--- src/rtl/chip8_ram_arbiter.sv ---
// chip8_ram_arbiter: owns the single-port 4K x 8 program/sprite RAM and shares
// it between the ROM loader (fixed top priority), the CPU and the blitter
// (round-robin). A granted beat can lock the RAM for a short burst; the lock
// is force-released after MAX_LOCK granted beats. RAM pins are registered.
module chip8_ram_arbiter #(
  parameter int ADDR_W   = 12,
  parameter int DATA_W   = 8,
  parameter int MAX_LOCK = 16
) (
  input  logic              clk,
  input  logic              rst_n,
  input  logic              ld_req,
  input  logic              ld_wr,
  input  logic [ADDR_W-1:0] ld_addr,
  input  logic [DATA_W-1:0] ld_wdata,
  input  logic              ld_lock,
  output logic              ld_ack,
  output logic              ld_rvalid,
  input  logic              cpu_req,
  input  logic              cpu_wr,
  input  logic [ADDR_W-1:0] cpu_addr,
  input  logic [DATA_W-1:0] cpu_wdata,
  input  logic              cpu_lock,
  output logic              cpu_ack,
  output logic              cpu_rvalid,
  input  logic              blt_req,
  input  logic              blt_wr,
  input  logic [ADDR_W-1:0] blt_addr,
  input  logic [DATA_W-1:0] blt_wdata,
  input  logic              blt_lock,
  output logic              blt_ack,
  output logic              blt_rvalid,
  output logic [DATA_W-1:0] rdata,
  output logic              ram_en,
  output logic              ram_wr,
  output logic [ADDR_W-1:0] ram_addr,
  output logic [DATA_W-1:0] ram_din,
  input  logic [DATA_W-1:0] ram_dout,
  output logic [1:0]        owner,
  output logic              lock_abort
);

  typedef enum logic [0:0] {ST_IDLE = 1'b0, ST_LOCKED = 1'b1} state_t;

  localparam logic [1:0] ID_NONE = 2'd0;
  localparam logic [1:0] ID_LD   = 2'd1;
  localparam logic [1:0] ID_CPU  = 2'd2;
  localparam logic [1:0] ID_BLT  = 2'd3;
  localparam logic [7:0] MAX_LOCK_C = 8'(MAX_LOCK);

  state_t              state_r, state_nxt_s;
  logic [1:0]          lock_own_r, lock_own_nxt_s;
  logic [7:0]          lock_cnt_r, lock_cnt_nxt_s;
  logic [7:0]          lock_cnt_inc_s;
  logic                abort_nxt_s;
  logic                rr_blt_last_r;   // 1: blitter was granted last, cpu wins a tie
  logic [1:0]          grant_s;
  logic                own_req_s, own_lock_s;
  logic                sel_wr_s, sel_lock_s;
  logic [ADDR_W-1:0]   sel_addr_s;
  logic [DATA_W-1:0]   sel_wdata_s;
  logic [1:0]          tag1_r, tag2_r;  // read-owner pipe aligned with RAM latency

  assign ld_ack     = (grant_s == ID_LD);
  assign cpu_ack    = (grant_s == ID_CPU);
  assign blt_ack    = (grant_s == ID_BLT);
  assign ld_rvalid  = (tag2_r == ID_LD);
  assign cpu_rvalid = (tag2_r == ID_CPU);
  assign blt_rvalid = (tag2_r == ID_BLT);
  assign rdata      = ram_dout;
  assign lock_cnt_inc_s = lock_cnt_r + 8'd1;

  // Pick out the lock holder's request and lock lines.
  always_comb begin
    own_req_s  = 1'b0;
    own_lock_s = 1'b0;
    case (lock_own_r)
      ID_LD:   begin own_req_s = ld_req;  own_lock_s = ld_lock;  end
      ID_CPU:  begin own_req_s = cpu_req; own_lock_s = cpu_lock; end
      ID_BLT:  begin own_req_s = blt_req; own_lock_s = blt_lock; end
      default: begin own_req_s = 1'b0;    own_lock_s = 1'b0;     end
    endcase
  end

  // Grant decision from requests and state only (never from lock lines or RAM data).
  always_comb begin
    grant_s = ID_NONE;
    if (state_r == ST_LOCKED) begin
      if (own_req_s) grant_s = lock_own_r;
      else           grant_s = ID_NONE;
    end else begin
      if (ld_req)                   grant_s = ID_LD;
      else if (cpu_req && blt_req)  grant_s = rr_blt_last_r ? ID_CPU : ID_BLT;
      else if (cpu_req)             grant_s = ID_CPU;
      else if (blt_req)             grant_s = ID_BLT;
      else                          grant_s = ID_NONE;
    end
  end

  // Route the granted master's beat towards the RAM pin registers.
  always_comb begin
    sel_wr_s    = 1'b0;
    sel_lock_s  = 1'b0;
    sel_addr_s  = {ADDR_W{1'b0}};
    sel_wdata_s = {DATA_W{1'b0}};
    case (grant_s)
      ID_LD: begin
        sel_wr_s = ld_wr; sel_lock_s = ld_lock; sel_addr_s = ld_addr; sel_wdata_s = ld_wdata;
      end
      ID_CPU: begin
        sel_wr_s = cpu_wr; sel_lock_s = cpu_lock; sel_addr_s = cpu_addr; sel_wdata_s = cpu_wdata;
      end
      ID_BLT: begin
        sel_wr_s = blt_wr; sel_lock_s = blt_lock; sel_addr_s = blt_addr; sel_wdata_s = blt_wdata;
      end
      default: begin
        sel_wr_s = 1'b0; sel_lock_s = 1'b0;
        sel_addr_s = {ADDR_W{1'b0}}; sel_wdata_s = {DATA_W{1'b0}};
      end
    endcase
  end

  // Lock FSM: enter on a locked grant, leave on unlock, idle release or beat limit.
  always_comb begin
    state_nxt_s    = state_r;
    lock_own_nxt_s = lock_own_r;
    lock_cnt_nxt_s = lock_cnt_r;
    abort_nxt_s    = 1'b0;
    case (state_r)
      ST_IDLE: begin
        if ((grant_s != ID_NONE) && sel_lock_s) begin
          state_nxt_s    = ST_LOCKED;
          lock_own_nxt_s = grant_s;
          lock_cnt_nxt_s = 8'd1;
        end else begin
          state_nxt_s    = ST_IDLE;
        end
      end
      ST_LOCKED: begin
        if (own_req_s) begin
          if (lock_cnt_inc_s == MAX_LOCK_C) begin
            state_nxt_s    = ST_IDLE;
            lock_cnt_nxt_s = 8'd0;
            abort_nxt_s    = 1'b1;
          end else if (!own_lock_s) begin
            state_nxt_s    = ST_IDLE;
            lock_cnt_nxt_s = 8'd0;
          end else begin
            lock_cnt_nxt_s = lock_cnt_inc_s;
          end
        end else if (!own_lock_s) begin
          state_nxt_s    = ST_IDLE;
          lock_cnt_nxt_s = 8'd0;
        end else begin
          state_nxt_s    = ST_LOCKED;
        end
      end
      default: begin
        state_nxt_s    = ST_IDLE;
        lock_cnt_nxt_s = 8'd0;
      end
    endcase
  end

  // Lock FSM state register.
  always_ff @(posedge clk or negedge rst_n) begin
    if (!rst_n) begin
      state_r    <= ST_IDLE;
      lock_own_r <= ID_NONE;
      lock_cnt_r <= 8'd0;
    end else begin
      state_r    <= state_nxt_s;
      lock_own_r <= lock_own_nxt_s;
      lock_cnt_r <= lock_cnt_nxt_s;
    end
  end

  // Round-robin pointer, reported owner and force-release pulse.
  always_ff @(posedge clk or negedge rst_n) begin
    if (!rst_n) begin
      rr_blt_last_r <= 1'b1;
      owner         <= ID_NONE;
      lock_abort    <= 1'b0;
    end else begin
      if (grant_s == ID_CPU)      rr_blt_last_r <= 1'b0;
      else if (grant_s == ID_BLT) rr_blt_last_r <= 1'b1;
      else                        rr_blt_last_r <= rr_blt_last_r;
      if (grant_s != ID_NONE) owner <= grant_s;
      else                    owner <= owner;
      lock_abort <= abort_nxt_s;
    end
  end

  // RAM pin registers; address and data hold when nothing is granted.
  always_ff @(posedge clk or negedge rst_n) begin
    if (!rst_n) begin
      ram_en   <= 1'b0;
      ram_wr   <= 1'b0;
      ram_addr <= {ADDR_W{1'b0}};
      ram_din  <= {DATA_W{1'b0}};
    end else if (grant_s != ID_NONE) begin
      ram_en   <= 1'b1;
      ram_wr   <= sel_wr_s;
      ram_addr <= sel_addr_s;
      ram_din  <= sel_wdata_s;
    end else begin
      ram_en   <= 1'b0;
      ram_wr   <= 1'b0;
    end
  end

  // Two-stage read tag pipe so rvalid lands with ram_dout two cycles after the grant.
  always_ff @(posedge clk or negedge rst_n) begin
    if (!rst_n) begin
      tag1_r <= ID_NONE;
      tag2_r <= ID_NONE;
    end else begin
      tag1_r <= ((grant_s != ID_NONE) && !sel_wr_s) ? grant_s : ID_NONE;
      tag2_r <= tag1_r;
    end
  end

endmodule

--- config.mk ---
export PLATFORM = sky130hd
export DESIGN_NAME = chip8_ram_arbiter
export DESIGN_NICKNAME = d
export VERILOG_FILES = /design/src/rtl/chip8_ram_arbiter.sv
export SDC_FILE = /design/constraint.sdc
export NUM_CORES = 1
export LEC_CHECK = 0
export CAP_MARGIN = 10
export CELL_PAD_IN_SITES_DETAIL_PLACEMENT = 1
export CELL_PAD_IN_SITES_GLOBAL_PLACEMENT = 2
export CORE_MARGIN = 5
export CORE_UTILIZATION = 23
export CTS_BUF_LIST = sky130_fd_sc_hd__clkbuf_8
export CTS_CLUSTER_DIAMETER = 40
export CTS_CLUSTER_SIZE = 25
export DETAILED_ROUTE_END_ITERATION = 10
export GPL_TIMING_DRIVEN = 0
export HOLD_SLACK_MARGIN = 0.03
export PLACE_DENSITY_LB_ADDON = 0.1
export SLEW_MARGIN = 5
export SYNTH_ARGS = -nofsm -noshare
export SYNTH_HDL_FRONTEND = slang
export SYNTH_SLANG_ARGS = --single-unit
--- constraint.sdc ---
create_clock -name clk -period 2.9 [get_ports clk]
set_clock_uncertainty 0.15 [all_clocks]
set_input_delay 0.87 -clock clk [delete_from_list [all_inputs] [get_ports clk]]
set_output_delay 0.87 -clock clk [all_outputs]
set_load 0.03 [all_outputs]
==> results of run 1 <==
synthesized netlist by cell type (all sizes together), types with 2 or more instances:
library cell  instances
nand2                13
a21oi                30
nor2b                22
buf                  19
nand3                 6
xnor2                 2
a31oi                 4
nor2                 13
o21ai                10
dfrtp                40
mux2                  2
nor3                  3
a211oi               21
nand4                 3
or3                   4
clkbuf                4
mux2i                26
and3                  3
inv                   9
and2                  3
state kept, by name (all words and copies together), names as in the netlist:
signal         count
lock_abort         1
lock_cnt_r         8
lock_own_r         2
owner              2
ram_addr          12
ram_din            8
ram_en             1
ram_wr             1
rr_blt_last_r      1
state_r            1
tag1_r             2
tag2_r             2
worst max-delay path, stage by stage:
cell      delay [ns]
clkbuf_4        0.15
a21bo_4         0.25
nor2_4          0.12
nor2_4          0.08
nor2_4          0.18
buf_6           0.16
power breakdown:
group | total, W | switching, W | internal [W]
combinational | 0.00236 | 0.00132 | 0.00103
sequential | 0.000958 | 0.000143 | 0.000815
clock | 0.000366 | 0.000205 | 0.000161
total | 0.00368 | 0.00167 | 0.00201
what timing repair did:
| item | in CTS | in global routing |
|---|---|---|
| buffers inserted | 21 | 0 |
| setup endpoints to repair | 3 | 8 |
| gates resized for setup | 44 | 4 |
| pin swaps | 9 | 4 |
final timing paths:
path / startpoint / endpoint / cells after the start
worst max-delay path: blt_req / ld_ack / 6
worst min-delay path: tag1_r[0] / tag2_r[0] / 0
worst max register to register: lock_own_r[1] / lock_cnt_r[3] / 12
worst min register to register: tag1_r[0] / tag2_r[0] / 0
max in group asynchronous: rst_n / lock_cnt_r[4] / 2
min in group asynchronous: rst_n / lock_own_r[0] / 1
cell families (layout without fill, tap and decap cells):
logic type / count (synthesis) / count (layout) / share of synthesized area (%)
buffers and inverters: 32 / 170 / 8.09
AO/OA/AOI/OAI: 72 / 72 / 18.8
XOR/XNOR: 2 / 2 / 0.731
flip-flops: 41 / 41 / 42.9
adder cells (fa/ha/maj): 1 / 1 / 0.522
AND/OR/NAND/NOR: 73 / 73 / 17.0
multiplexers: 28 / 28 / 12.0
final cells by class:
type                    instances  area, sq um  area share (%)
flip-flops and latches         41         1030            25.9
clock inverters                 3         11.3           0.284
repair buffers                131         1260            31.9
plain buffers                  22          164            4.14
multi-input cells             176         1220            30.9
well taps                     136          170            4.30
clock buffers                   5         68.8            1.74
inverters                       9         33.8           0.853
layer usage:
metal	global-route usage [%]	up-vias	part of all wire (%)
met5	0	-	0
met4	3.13	0	0.81
met3	3.13	5	4.4
met2	25.4	63	51
met1	17.2	1180	44
li1	-	1161	-
through the flow:
step / power, W / utilization [%] / cells
6_report: 0.00368 / 38.7 / 523
5_1_grt: 0.00393 / 38.7 / 523
4_1_cts: 0.00374 / 38.7 / 523
3_5_place_dp: 0.00317 / 36.0 / 495
3_3_place_gp: 0.00313 / 35.8 / 494
2_1_floorplan: 0.00229 / - / 249
==> metrics.json, run 1 <==
{
  "postSynthNetCount": 329,
  "syn_to_final_growth_pct": 65.3,
  "postPlaceCellArea_sq_um": 3690,
  "drc_errors": 0,
  "netlist_instances": 249,
  "ioPinCount": 118,
  "port_buffers": 109,
  "synth.cell_area_sq_um": 2400,
  "nets": 466,
  "row_count": 37,
  "synth_top_flop_cell": "dfrtp_1",
  "total_leakage_power_nw": 1.63,
  "grt_start_max_net_pins": 24,
  "yosys-top-cells-area": "dfrtp_1 42%, mux2i_1 11%, a211oi_1 6.6%",
  "layout_commonest_cell": "clkdlybuf4s50_1",
  "power.ir.vdd_worst_uv": 307,
  "critPathLaunchType": "input port",
  "layout-drive-gt1-share_pct": 18.3,
  "final.min_clock_period_ns": 2.83,
  "die_area_sq_um": 12600,
  "clock_root_buffer": "clkbuf_8",
  "critical_path_arrival_ns": 1.81,
  "first_iter_violations": 34,
  "gp_routability_congestion": 0.744,
  "grt_setup_unrepaired": "false",
  "synth_async_sr_flop_share_pct": 100,
  "floorplan.initialDensity_pct": 23.4,
  "final_cell_mix": "102 x clkdlybuf4s50_1, 40 x dfrtp_1, 31 x buf_4",
  "global_route.usage.total_pct": 14.1,
  "timing_hold_violations_final": 0,
  "status": "finished, final reports clean",
  "worstSkewPairLatency_ns": 0.29,
  "worst-setup-path-type": "in2out",
  "timing.reg2reg.setup_slack_ns": 0.26,
  "placement.setup.worst_slack_ns": -1.33,
  "die_y_um": 112,
  "fin_area_sq_um": 3960,
  "initial_drt_pass_iterations": 4,
  "clkSinkCount": 41,
  "required_ns": 1.88,
  "synth.yosys.seq_area_share_pct": 42.9,
  "period_share_pct": 97.7,
  "synth-seq-cells": 41,
  "grt_remaining_overflow": 0,
  "first_global_vias": 2656,
  "setup_tns_ns": 0,
  "setup.worst_path.end_class": "output port",
  "hp-class": "reg2reg",
  "die_w_um": 112,
  "pwr_density_cell_nw_per_um2": 930,
  "synthDistinctLibCells": 39,
  "cts_hold_repair.buffers": 0,
  "vias": 2409,
  "synth-edff-count": 0,
  "postSynthAreaPerCell_sq_um": 9.62,
  "cts-htree-levels": 2,
  "relSlewSlack_pct": 57.9,
  "synth_largest_type_area_fraction_pct": 41.8,
  "drv_cap": 0,
  "final_critical_path_setup_slack_ns": 0.0665,
  "setup_viol": 0,
  "maxSlewViolCount": 0,
  "worst-slew-pin-transition_ns": 0.632,
  "tritoncts": "done",
  "postRouteWirelength_mm": 8.98,
  "detail_route.vias_per_cell": 4.61,
  "antenna_cells": 0,
  "synth_top_area_cell": "dfrtp_1",
  "dpl.hpwl_mm": 6.70,
  "yosys_warnings": 0,
  "clkTransAtPathRegs_ns": 0.08,
  "detail_route.wl_per_cell_um": 17.2,
  "core_region_area_sq_um": 10200,
  "fmax_mhz": 353,
  "route.antenna.remaining_nets": 0,
  "hold-worst-slack_ns": 0.200,
  "fill_cells": 1187,
  "cts-buffers-inserted": 5,
  "global_route_wire_length_before_repair_mm": 14.2,
  "crit_path_max_fanout": 6,
  "max-clock-path-buffers": 2,
  "number_of_antenna_violations_at_the_first_check_in_global_routing": 0
}
Note: power is estimated with default switching activity, not from simulation.
==> run 2, diff against run 1 <==
Clock period 2.9 ns to 2.7 ns, I/O delays scaled along.
==> run 2 against run 1 <==
  * Non-clock buffer count decreased by 3
  * Sequential power increased by 8%
  * Sequential share of layout area decreased by 0.057 points
  * Register-to-register slack improved by 0.13 ns
  * Combinational power increased by 8%
  * Worst hold slack improved by 0.0017 ns
  * Routed wire length decreased by 3.5%
  * Clock power increased by 6.6%
  * First-iteration DRC count decreased by 12%
  * Core utilization increased by 0.086 points
  * Power increased by 7.6%
  * Critical endpoint is now blt_ack
==> metrics.json, run 2 (synthesized netlist as in run 1, its figures left out) <==
{
  "status": "finished, final reports clean",
  "floorplan.initialDensity_pct": 23.4,
  "gp_routability_congestion": 0.725,
  "cts-htree-levels": 2,
  "period_share_pct": 99.0,
  "drv_cap": 0,
  "initial_drt_pass_iterations": 4,
  "port_buffers": 109,
  "first_iter_violations": 30,
  "clkSinkCount": 41,
  "drc_errors": 0,
  "power.ir.vdd_worst_uv": 382,
  "final.min_clock_period_ns": 2.67,
  "postRouteWirelength_mm": 8.66,
  "detail_route.wl_per_cell_um": 16.7,
  "maxSlewViolCount": 0,
  "antenna_cells": 0,
  "number_of_antenna_violations_at_the_first_check_in_global_routing": 0,
  "route.antenna.remaining_nets": 0,
  "setup.worst_path.end_class": "output port",
  "ioPinCount": 118,
  "dpl.hpwl_mm": 6.60,
  "global_route_wire_length_before_repair_mm": 13.7,
  "layout-drive-gt1-share_pct": 17.7,
  "clkTransAtPathRegs_ns": 0.08,
  "grt_setup_unrepaired": "true",
  "first_global_vias": 2722,
  "core_region_area_sq_um": 10200,
  "total_leakage_power_nw": 1.63,
  "timing_hold_violations_final": 0,
  "clock_root_buffer": "clkbuf_8",
  "syn_to_final_growth_pct": 65.7,
  "setup_viol": 0,
  "pwr_density_cell_nw_per_um2": 998,
  "setup_tns_ns": 0,
  "die_area_sq_um": 12600,
  "required_ns": 1.74,
  "worst-slew-pin-transition_ns": 0.610,
  "largest_reg_flops": 12,
  "hp-class": "reg2reg",
  "cts-buffers-inserted": 5,
  "die_y_um": 112,
  "global_route.usage.total_pct": 13.6,
  "detail_route.vias_per_cell": 4.63,
  "layout_commonest_cell": "clkdlybuf4s50_1",
  "fin_area_sq_um": 3970,
  "reg.largest.list": "ram_addr (12), lock_cnt_r (8), ram_din (8)",
  "max-clock-path-buffers": 2,
  "nets": 463,
  "final_cell_mix": "102 x clkdlybuf4s50_1, 40 x dfrtp_1, 29 x a21oi_1",
  "postPlaceCellArea_sq_um": 3710,
  "worstSkewPairLatency_ns": 0.29,
  "vias": 2407,
  "die_w_um": 112,
  "worst-setup-path-type": "in2out",
  "grt_start_max_net_pins": 28,
  "numPlacedInstances": 495,
  "critPathLaunchType": "input port",
  "max_flop_register": "ram_addr",
  "row_count": 37,
  "tritoncts": "done",
  "final_cells": 520,
  "critical_path_arrival_ns": 1.71,
  "total_power_w": 0.00396,
  "hold-worst-slack_ns": 0.202,
  "grt_remaining_overflow": 0,
  "fmax_mhz": 374,
  "crit_path_max_fanout": 6,
  "relSlewSlack_pct": 59.3,
  "fill_cells": 1182
}
==> run 2: final timing paths <==
kind / to / slack (ns) / cells past startpoint / from
max: blt_ack / 0.03 / 7 / ld_req
min: tag2_r[1] / 0.20 / 0 / tag1_r[1]
max reg2reg: ram_addr[4] / 0.39 / 9 / lock_own_r[0]
min reg2reg: tag2_r[1] / 0.20 / 0 / tag1_r[1]
max in group asynchronous: ram_addr[5] / 1.63 / 2 / rst_n
min in group asynchronous: ram_addr[6] / 0.28 / 1 / rst_n
==> run 2: layout make-up <==
cell class | count | area [sq um] | share of cell area (%)
Buffer | 22 | 166 | 4.19
Clock buffer | 5 | 68.8 | 1.73
Clock inverter | 3 | 11.3 | 0.284
Inverter | 9 | 33.8 | 0.851
Multi-Input combinational cell | 176 | 1240 | 31.2
Sequential cell | 41 | 1030 | 25.9
Tap cell | 136 | 170 | 4.29
Timing Repair Buffer | 128 | 1250 | 31.6
==> run 2: per-layer routing <==
| layer | track usage (%) | routed length, um | vias up |
|---|---|---|---|
| met5 | 0 | 0 | - |
| li1 | - | - | 1156 |
| met2 | 24.1 | 4340 | 70 |
| met1 | 16.0 | 3680 | 1170 |
| met3 | 3.34 | 448 | 11 |
| met4 | 4.73 | 195 | 0 |
==> run 2: worst max-delay path: stages <==
cell      delay (ns)
buf_2           0.14
nand3b_1        0.14
nand3_2         0.12
nor2_4          0.22
buf_12          0.13
nor2_4          0.03
buf_6           0.12
==> run 2: repair_timing <==
action	CTS	global route
gates resized for setup	47	6
buffers inserted	13	5
endpoints found under the setup margin	23	4
hold buffers	0	0
pin swaps	9	6
cloned	0	0
==> run 2: power breakdown <==
group | total, W | switching, W | internal, W
clock network | 0.000390 | 0.000217 | 0.000173
registers | 0.00103 | 0.000153 | 0.000876
logic | 0.00254 | 0.00142 | 0.00112
total | 0.00396 | 0.00179 | 0.00217
==> run 2: metrics by stage <==
step | setup WS, ns | util [%]
finish | 0.0274 | 38.8
global route | -0.0393 | 38.8
global placement | -1.37 | 36.1
CTS | 0.00137 | 38.3
detailed placement | -1.40 | 36.2
floorplan | -0.0577 | -
